===== config.mk =====
export PLATFORM = sky130hd
export DESIGN_NAME = spi_slave_debug
export DESIGN_NICKNAME = d
export VERILOG_FILES = /design/src/rtl/spi_pkg.sv /design/src/rtl/spi_sync_edge.sv /design/src/rtl/spi_slave_debug.sv
export SDC_FILE = /design/constraint.sdc
export NUM_CORES = 1
export LEC_CHECK = 0
export ABC_AREA = 1
export CAP_MARGIN = 10
export CORE_MARGIN = 2
export CORE_UTILIZATION = 42
export DETAILED_ROUTE_END_ITERATION = 8
export GPL_ROUTABILITY_DRIVEN = 1
export SKIP_CTS_REPAIR_TIMING = 1
export SYNTH_ARGS = -nofsm -noshare
export SYNTH_HDL_FRONTEND = slang
export SYNTH_SLANG_ARGS = --single-unit

===== constraint.sdc =====
create_clock -name clk -period 2.4 [get_ports clk]
set_clock_uncertainty 0.15 [all_clocks]
set_input_delay 0.48 -clock clk [delete_from_list [all_inputs] [get_ports clk]]
set_output_delay 0.48 -clock clk [all_outputs]
set_load 0.05 [all_outputs]

===== src/rtl/spi_pkg.sv =====
`default_nettype none
// ============================================================================
// Module  : spi_pkg
// Purpose : Shared types for the debug SPI slave/master pair: the frame
//           state enum and the latched mode word (cpol, cpha, lsbf).
// Ports   : none (package)
// Revision: 1.0  initial release
// ============================================================================
package spi_pkg;

  typedef enum logic [0:0] {
    IDLE   = 1'b0,
    ACTIVE = 1'b1
  } spi_state_t;

  typedef struct packed {
    logic cpol;
    logic cpha;
    logic lsbf;
  } spi_mode_t;

  localparam spi_mode_t c_mode_reset = '{cpol: 1'b0, cpha: 1'b0, lsbf: 1'b0};

endpackage
`default_nettype wire


===== src/rtl/spi_sync_edge.sv =====
`default_nettype none
// ============================================================================
// Module  : spi_sync / spi_sync_edge
// Purpose : spi_sync is a bare STAGES-deep synchronizer for an asynchronous
//           pin. spi_sync_edge adds one history flop behind it and produces
//           single-cycle rise/fall pulses.
// Ports   : clk, rst_n (async, active-low), d (async pin),
//           q (synchronized level, spi_sync only),
//           rise / fall (one-cycle edge pulses, spi_sync_edge only)
// Revision: 1.0  initial release
// ============================================================================
module spi_sync #(
  parameter int   STAGES  = 2,
  parameter logic RST_VAL = 1'b0
) (
  input  logic clk,
  input  logic rst_n,
  input  logic d,
  output logic q
);

  logic [STAGES-1:0] r_sync;

  always_ff @(posedge clk or negedge rst_n) begin
    if (!rst_n) r_sync <= {STAGES{RST_VAL}};
    else        r_sync <= {r_sync[STAGES-2:0], d};
  end

  assign q = r_sync[STAGES-1];

endmodule

module spi_sync_edge #(
  parameter int   STAGES  = 2,
  parameter logic RST_VAL = 1'b0
) (
  input  logic clk,
  input  logic rst_n,
  input  logic d,
  output logic rise,
  output logic fall
);

  logic w_q;
  logic r_hist;

  spi_sync #(.STAGES(STAGES), .RST_VAL(RST_VAL)) u_sync (
    .clk   (clk),
    .rst_n (rst_n),
    .d     (d),
    .q     (w_q)
  );

  // History resets to the same idle level so no edge is reported out of reset.
  always_ff @(posedge clk or negedge rst_n) begin
    if (!rst_n) r_hist <= RST_VAL;
    else        r_hist <= w_q;
  end

  assign rise = w_q & ~r_hist;
  assign fall = ~w_q & r_hist;

endmodule
`default_nettype wire


===== src/rtl/spi_slave_debug.sv =====
`default_nettype none
// ============================================================================
// Module  : spi_slave_debug
// Purpose : Oversampled SPI slave for the debug bus. Runtime-selectable
//           CPOL/CPHA and bit order, multi-word frames, one-cycle rx_valid,
//           wdata_ack and frame_err pulses.
// Ports   : clk, rst_n (async, active-low)
//           sclk, nss, mosi       asynchronous SPI pins
//           miso, miso_oe         slave data out and pad enable
//           cpol, cpha, lsbf      mode, latched at frame start
//           wdata / wdata_ack     next tx word, sampled while ack is high
//           rdata / rx_valid      last received word and its update pulse
//           frame_err             nss released mid-word
//           busy                  frame in progress
// Revision: 1.0  initial release
// ============================================================================
module spi_slave_debug
  import spi_pkg::*;
#(
  parameter int BIT_WIDTH   = 16,
  parameter int SYNC_STAGES = 2
) (
  input  logic                 clk,
  input  logic                 rst_n,
  input  logic                 sclk,
  input  logic                 nss,
  input  logic                 mosi,
  output logic                 miso,
  output logic                 miso_oe,
  input  logic                 cpol,
  input  logic                 cpha,
  input  logic                 lsbf,
  input  logic [BIT_WIDTH-1:0] wdata,
  output logic                 wdata_ack,
  output logic [BIT_WIDTH-1:0] rdata,
  output logic                 rx_valid,
  output logic                 frame_err,
  output logic                 busy
);

  localparam int CW = $clog2(BIT_WIDTH + 1);

  logic w_sclk_rise, w_sclk_fall, w_nss_rise, w_nss_fall, w_mosi;

  spi_sync_edge #(.STAGES(SYNC_STAGES), .RST_VAL(1'b0)) u_sclk_sync (
    .clk (clk), .rst_n (rst_n), .d (sclk), .rise (w_sclk_rise), .fall (w_sclk_fall)
  );

  // nss idles high, so its synchronizer resets high to avoid a false frame start.
  spi_sync_edge #(.STAGES(SYNC_STAGES), .RST_VAL(1'b1)) u_nss_sync (
    .clk (clk), .rst_n (rst_n), .d (nss), .rise (w_nss_rise), .fall (w_nss_fall)
  );

  spi_sync #(.STAGES(SYNC_STAGES), .RST_VAL(1'b0)) u_mosi_sync (
    .clk (clk), .rst_n (rst_n), .d (mosi), .q (w_mosi)
  );

  spi_state_t           r_state, w_state_nxt;
  spi_mode_t            r_mode;
  logic [CW-1:0]        r_bcnt, w_bcnt_nxt;
  logic [CW-1:0]        r_tidx;
  logic [BIT_WIDTH-1:0] r_rx, w_rx_nxt;
  logic [BIT_WIDTH-1:0] r_tx;
  logic [BIT_WIDTH-1:0] r_rdata;
  logic                 r_miso, r_rx_valid, r_frame_err;
  logic                 w_lead, w_trail, w_sample, w_shift;
  logic                 w_start, w_word_done, w_frame_err;

  // Bit idx of a word in transmit order; shifting avoids an oversized index.
  function automatic logic tx_bit(input logic [BIT_WIDTH-1:0] w,
                                  input logic [CW-1:0] idx,
                                  input logic lsb);
    logic [BIT_WIDTH-1:0] t;
    t = lsb ? (w >> idx) : (w << idx);
    return lsb ? t[0] : t[BIT_WIDTH-1];
  endfunction

  assign w_lead   = r_mode.cpol ? w_sclk_fall : w_sclk_rise;
  assign w_trail  = r_mode.cpol ? w_sclk_rise : w_sclk_fall;
  assign w_rx_nxt = r_mode.lsbf ? {w_mosi, r_rx[BIT_WIDTH-1:1]}
                                : {r_rx[BIT_WIDTH-2:0], w_mosi};

  always_ff @(posedge clk or negedge rst_n) begin
    if (!rst_n) r_state <= IDLE;
    else        r_state <= w_state_nxt;
  end

  always_comb begin
    w_state_nxt = r_state;
    w_start     = 1'b0;
    w_sample    = 1'b0;
    w_shift     = 1'b0;
    w_word_done = 1'b0;
    w_frame_err = 1'b0;
    w_bcnt_nxt  = r_bcnt;
    case (r_state)
      IDLE: begin
        if (w_nss_fall) begin
          w_state_nxt = ACTIVE;
          w_start     = 1'b1;
        end
      end
      ACTIVE: begin
        w_sample    = r_mode.cpha ? w_trail : w_lead;
        w_shift     = r_mode.cpha ? w_lead  : w_trail;
        w_word_done = w_sample && (r_bcnt == CW'(BIT_WIDTH - 1));
        if (w_word_done)   w_bcnt_nxt = '0;
        else if (w_sample) w_bcnt_nxt = r_bcnt + CW'(1);
        // A sample coinciding with nss rise is counted first, so a word that
        // completes on that edge ends the frame cleanly.
        if (w_nss_rise) begin
          w_state_nxt = IDLE;
          w_frame_err = (w_bcnt_nxt != '0);
        end
      end
      default: w_state_nxt = IDLE;
    endcase
  end

  always_ff @(posedge clk or negedge rst_n) begin
    if (!rst_n) begin
      r_mode      <= c_mode_reset;
      r_bcnt      <= '0;
      r_tidx      <= '0;
      r_rx        <= '0;
      r_tx        <= '0;
      r_rdata     <= '0;
      r_miso      <= 1'b0;
      r_rx_valid  <= 1'b0;
      r_frame_err <= 1'b0;
    end else begin
      r_rx_valid  <= w_word_done;
      r_frame_err <= w_frame_err;
      if (w_start) begin
        r_mode <= '{cpol: cpol, cpha: cpha, lsbf: lsbf};
        r_bcnt <= '0;
        r_rx   <= '0;
        r_tx   <= wdata;
        // Bit 0 goes out immediately; for cpha=1 it is re-driven on the
        // first leading edge, so the index starts at 0 in that mode.
        r_miso <= tx_bit(wdata, '0, lsbf);
        r_tidx <= cpha ? CW'(0) : CW'(1);
      end else if (r_state == ACTIVE) begin
        r_bcnt <= w_bcnt_nxt;
        if (w_sample) r_rx <= w_rx_nxt;
        if (w_word_done) begin
          r_rdata <= w_rx_nxt;
          r_tx    <= wdata;
          r_tidx  <= '0;
        end else if (w_shift && (r_tidx < CW'(BIT_WIDTH))) begin
          r_miso <= tx_bit(r_tx, r_tidx, r_mode.lsbf);
          r_tidx <= r_tidx + CW'(1);
        end
      end
    end
  end

  assign busy      = (r_state == ACTIVE);
  assign miso_oe   = busy;
  assign miso      = busy & r_miso;
  assign wdata_ack = w_start | w_word_done;
  assign rdata     = r_rdata;
  assign rx_valid  = r_rx_valid;
  assign frame_err = r_frame_err;

endmodule
`default_nettype wire


==> metrics.yaml <==
fin_nets: 523
stdcell_count: 609
worstPathArrival_ps: 1700
cts.sink_count: 73
cts_buffers: 9
fillers: 812
multi_input_area_mm2: 0.00147
vdd_drop_max_v: 0.000398
coreArea_mm2: 0.00859
synth_seq_area_share: 0.501
tightestPinTransition_ps: 495
fmax_mhz: 429
synth-seq-cells: 73
layout_min_cycle_time_ps: 2330
die_h_um: 97.3
ys_top_cells_by_count: "nand2_1 (110), dfrtp_1 (70), inv_1 (66)"
power_frac_comb: 0.316
crit_slowest_cell: "dfrtp_1"
synth.top_cell.area_share: 0.479
portBuffers: 45
die_area_mm2: 0.00946
yosys-top-cells-area: "dfrtp_1 (48%), nand2_1 (11%), inv_1 (6.8%), nand3_1 (5.5%), o21ai_0 (4.0%)"
swShare: 0.360
clockRootBuffer: "clkbuf_8"
synth_edf_count: 0
row_count: 34
synthFlopType: "dfrtp_1"
syn_to_final_growth_pct: 24.5
start_util: 0.425
avgSynthCellArea_um2: 8.48
ys_async_sr_fraction: 1.00
ys_warn_count: 0
end_kind: "output pin"
drc: 0
cpMostUsedCell: "nand2_8"
internal_power_uw: 2280
fp.dieW_um: 97.3
outcome: "completed"
grt_max_degree: 61
clk_latency_ps: 350
crit_chain: "ha_2 -> nand2_2 -> nor2_2 -> ha_4 -> nand2_8 -> nand2_8 -> buf_12"
power_frac_seq: 0.415
grt_pass1_wl_um: 12800
max_stage_delay_ps: 400
ant_nets: 0
path_clk_slew_ps: 80
slew_violations: 0
cts_htree_levels: 3
num_vias: 3019
gp_congestion: 0.838
fin_crit_sh: 0.971
gr-total-overflow: 0
drv_cap: 0
layout-drive-gt1-share: 0.198
slew_headroom: 0.669
min_path_type: "flip-flop to flip-flop"
track_usage: 0.168
post_drt_wl_per_cell_um: 12.7
drt_iter0_drc: 162
via_per_inst: 4.96
io_pins: 46
power_switching_uw: 1280
setup_viol: 0
cts_tree: "yes"
clkPwrFrac: 0.269
regToRegStartpoint: "r_bcnt[1]$_DFFE_PN0P_"
place_inst: 577
p_leak_uw: 0.00208
antenna_cells: 0
yosysTopAreaCell: "dfrtp_1"
crit_type: "flip-flop to output pin"
seq_area_mm2: 0.00183
hold_viol_final: 0
fin_util: 0.530
antenna_found_initial: 0
hpwl_um: 5190
cts_max_path_buffers: 2
min_from: "u_mosi_sync.r_sync[0]$_DFF_PN0_"
startpoint_type: "flip-flop"
ys_types: 38
netlist_instances: 431
powerDensity_mw_per_mm2: 783
postSynthNetCount: 458
yosysMostFrequentCell: "nand2_1"
crit_start: "r_bcnt[1]$_DFFE_PN0P_"
syn-cell-area_mm2: 0.00365
crit_required_ps: 1770
grt_pass1_vias: 2810
first_pass_iters: 5
cp_max_fo: 7
routed_wl_um: 7740
worst max-delay path, delay by kind of cell (launching register included):
family                     cells  cell delay [ps]
and+or+nand+nor                4              410
buffers and inverters          1              140
adders and majority gates      2              400
DFF                            1              400
worst paths after layout:
check	endpoint	slack, ps	cells after the start
max in group asynchronous	r_tx[3]$_DFFE_PN0P_	1080	3
worst min-delay path	u_mosi_sync.r_sync[1]$_DFF_PN0_	200	0
min in group asynchronous	rdata[9]$_DFFE_PN0P_	400	2
worst max register to register	frame_err$_DFF_PN0_	400	13
worst min register to register	u_mosi_sync.r_sync[1]$_DFF_PN0_	200	0
worst max-delay path	wdata_ack	70	7
power groups by stage:
stage / registers [µW] / logic [µW] / clock network (µW)
floorplan: 1480 / 799 / 0
global placement: 1500 / 1040 / 0
detailed placement: 1500 / 1060 / 0
CTS: 1480 / 1070 / 997
global route: 1500 / 1270 / 1050
finish: 1480 / 1130 / 958
kinds of logic (layout without fill, tap and decap cells):
logic type      count (synthesis)  count (layout)  share of synthesized area
xor+xnor                        1               1                    0.00240
simple gates                  186             187                      0.245
buf+inv                        87             156                      0.106
mux                             1               1                    0.00308
compound gates                 80              80                      0.131
fa+ha+maj                       3               3                     0.0103
flops                          73              73                      0.501
layout by cell type, fill, tap and decap left out, types with 2 or more instances in the layout:
cell,count
a21oi_2,2
clkdlybuf4s50_1,40
nor2_1,6
inv_2,4
a21oi_1,4
inv_1,65
nand2_1,109
nand3_2,3
buf_12,2
o22ai_1,14
nand4_1,2
clkbuf_8,9
nand2_2,17
clkinv_4,2
nand3_1,39
nor2_8,2
clkinv_2,2
o21ai_1,15
dfrtp_1,70
buf_4,24
nor2_2,3
clkinvlp_4,3
o21ai_0,29
nand2_4,2
nand2_8,2
dfstp_2,3
o21ai_2,12
flip-flops by register name, summed over array words and instances (netlist names):
signal                     count
rx_valid                       1
r_mode                         3
r_tx                          16
rdata                         16
busy                           1
u_nss_sync.r_hist              1
r_miso                         1
r_rx                          16
u_sclk_sync.r_hist             1
frame_err                      1
u_nss_sync.u_sync.r_sync       2
u_mosi_sync.r_sync             2
r_bcnt                         5
u_sclk_sync.u_sync.r_sync      2
r_tidx                         5
layer usage:
| layer | routed length (µm) | GRT usage | vias up |
|---|---|---|---|
| met4 | 133 | 0.0780 | 0 |
| li1 | - | - | 1507 |
| met5 | 0 | 0 | - |
| met3 | 332 | 0.0432 | 14 |
| met2 | 3550 | 0.259 | 65 |
| met1 | 3730 | 0.224 | 1433 |
per-stage QoR:
stage / hold slack (ps) / total power (µW) / setup WS, ps / area [µm²] / TNS (ps)
global placement: 183 / 2540 / 264 / 4200 / 0
finish: 203 / 3560 / 70.1 / 4550 / 0
detailed placement: 187 / 2560 / 202 / 4200 / 0
global route: 217 / 3820 / -17.6 / 4550 / -17.6
CTS: -133 / 3540 / -211 / 4400 / -211
floorplan: 34.4 / 2280 / 181 / 3650 / 0
area by class of cell:
type / count / share of cell area
Clock buffer: 9 / 0.0272
Tap cell: 108 / 0.0297
Timing Repair Buffer: 68 / 0.140
Multi-Input combinational cell: 272 / 0.323
Sequential cell: 73 / 0.402
Clock inverter: 7 / 0.0157
Inverter: 72 / 0.0621
Power figures use the tool's default switching activity.
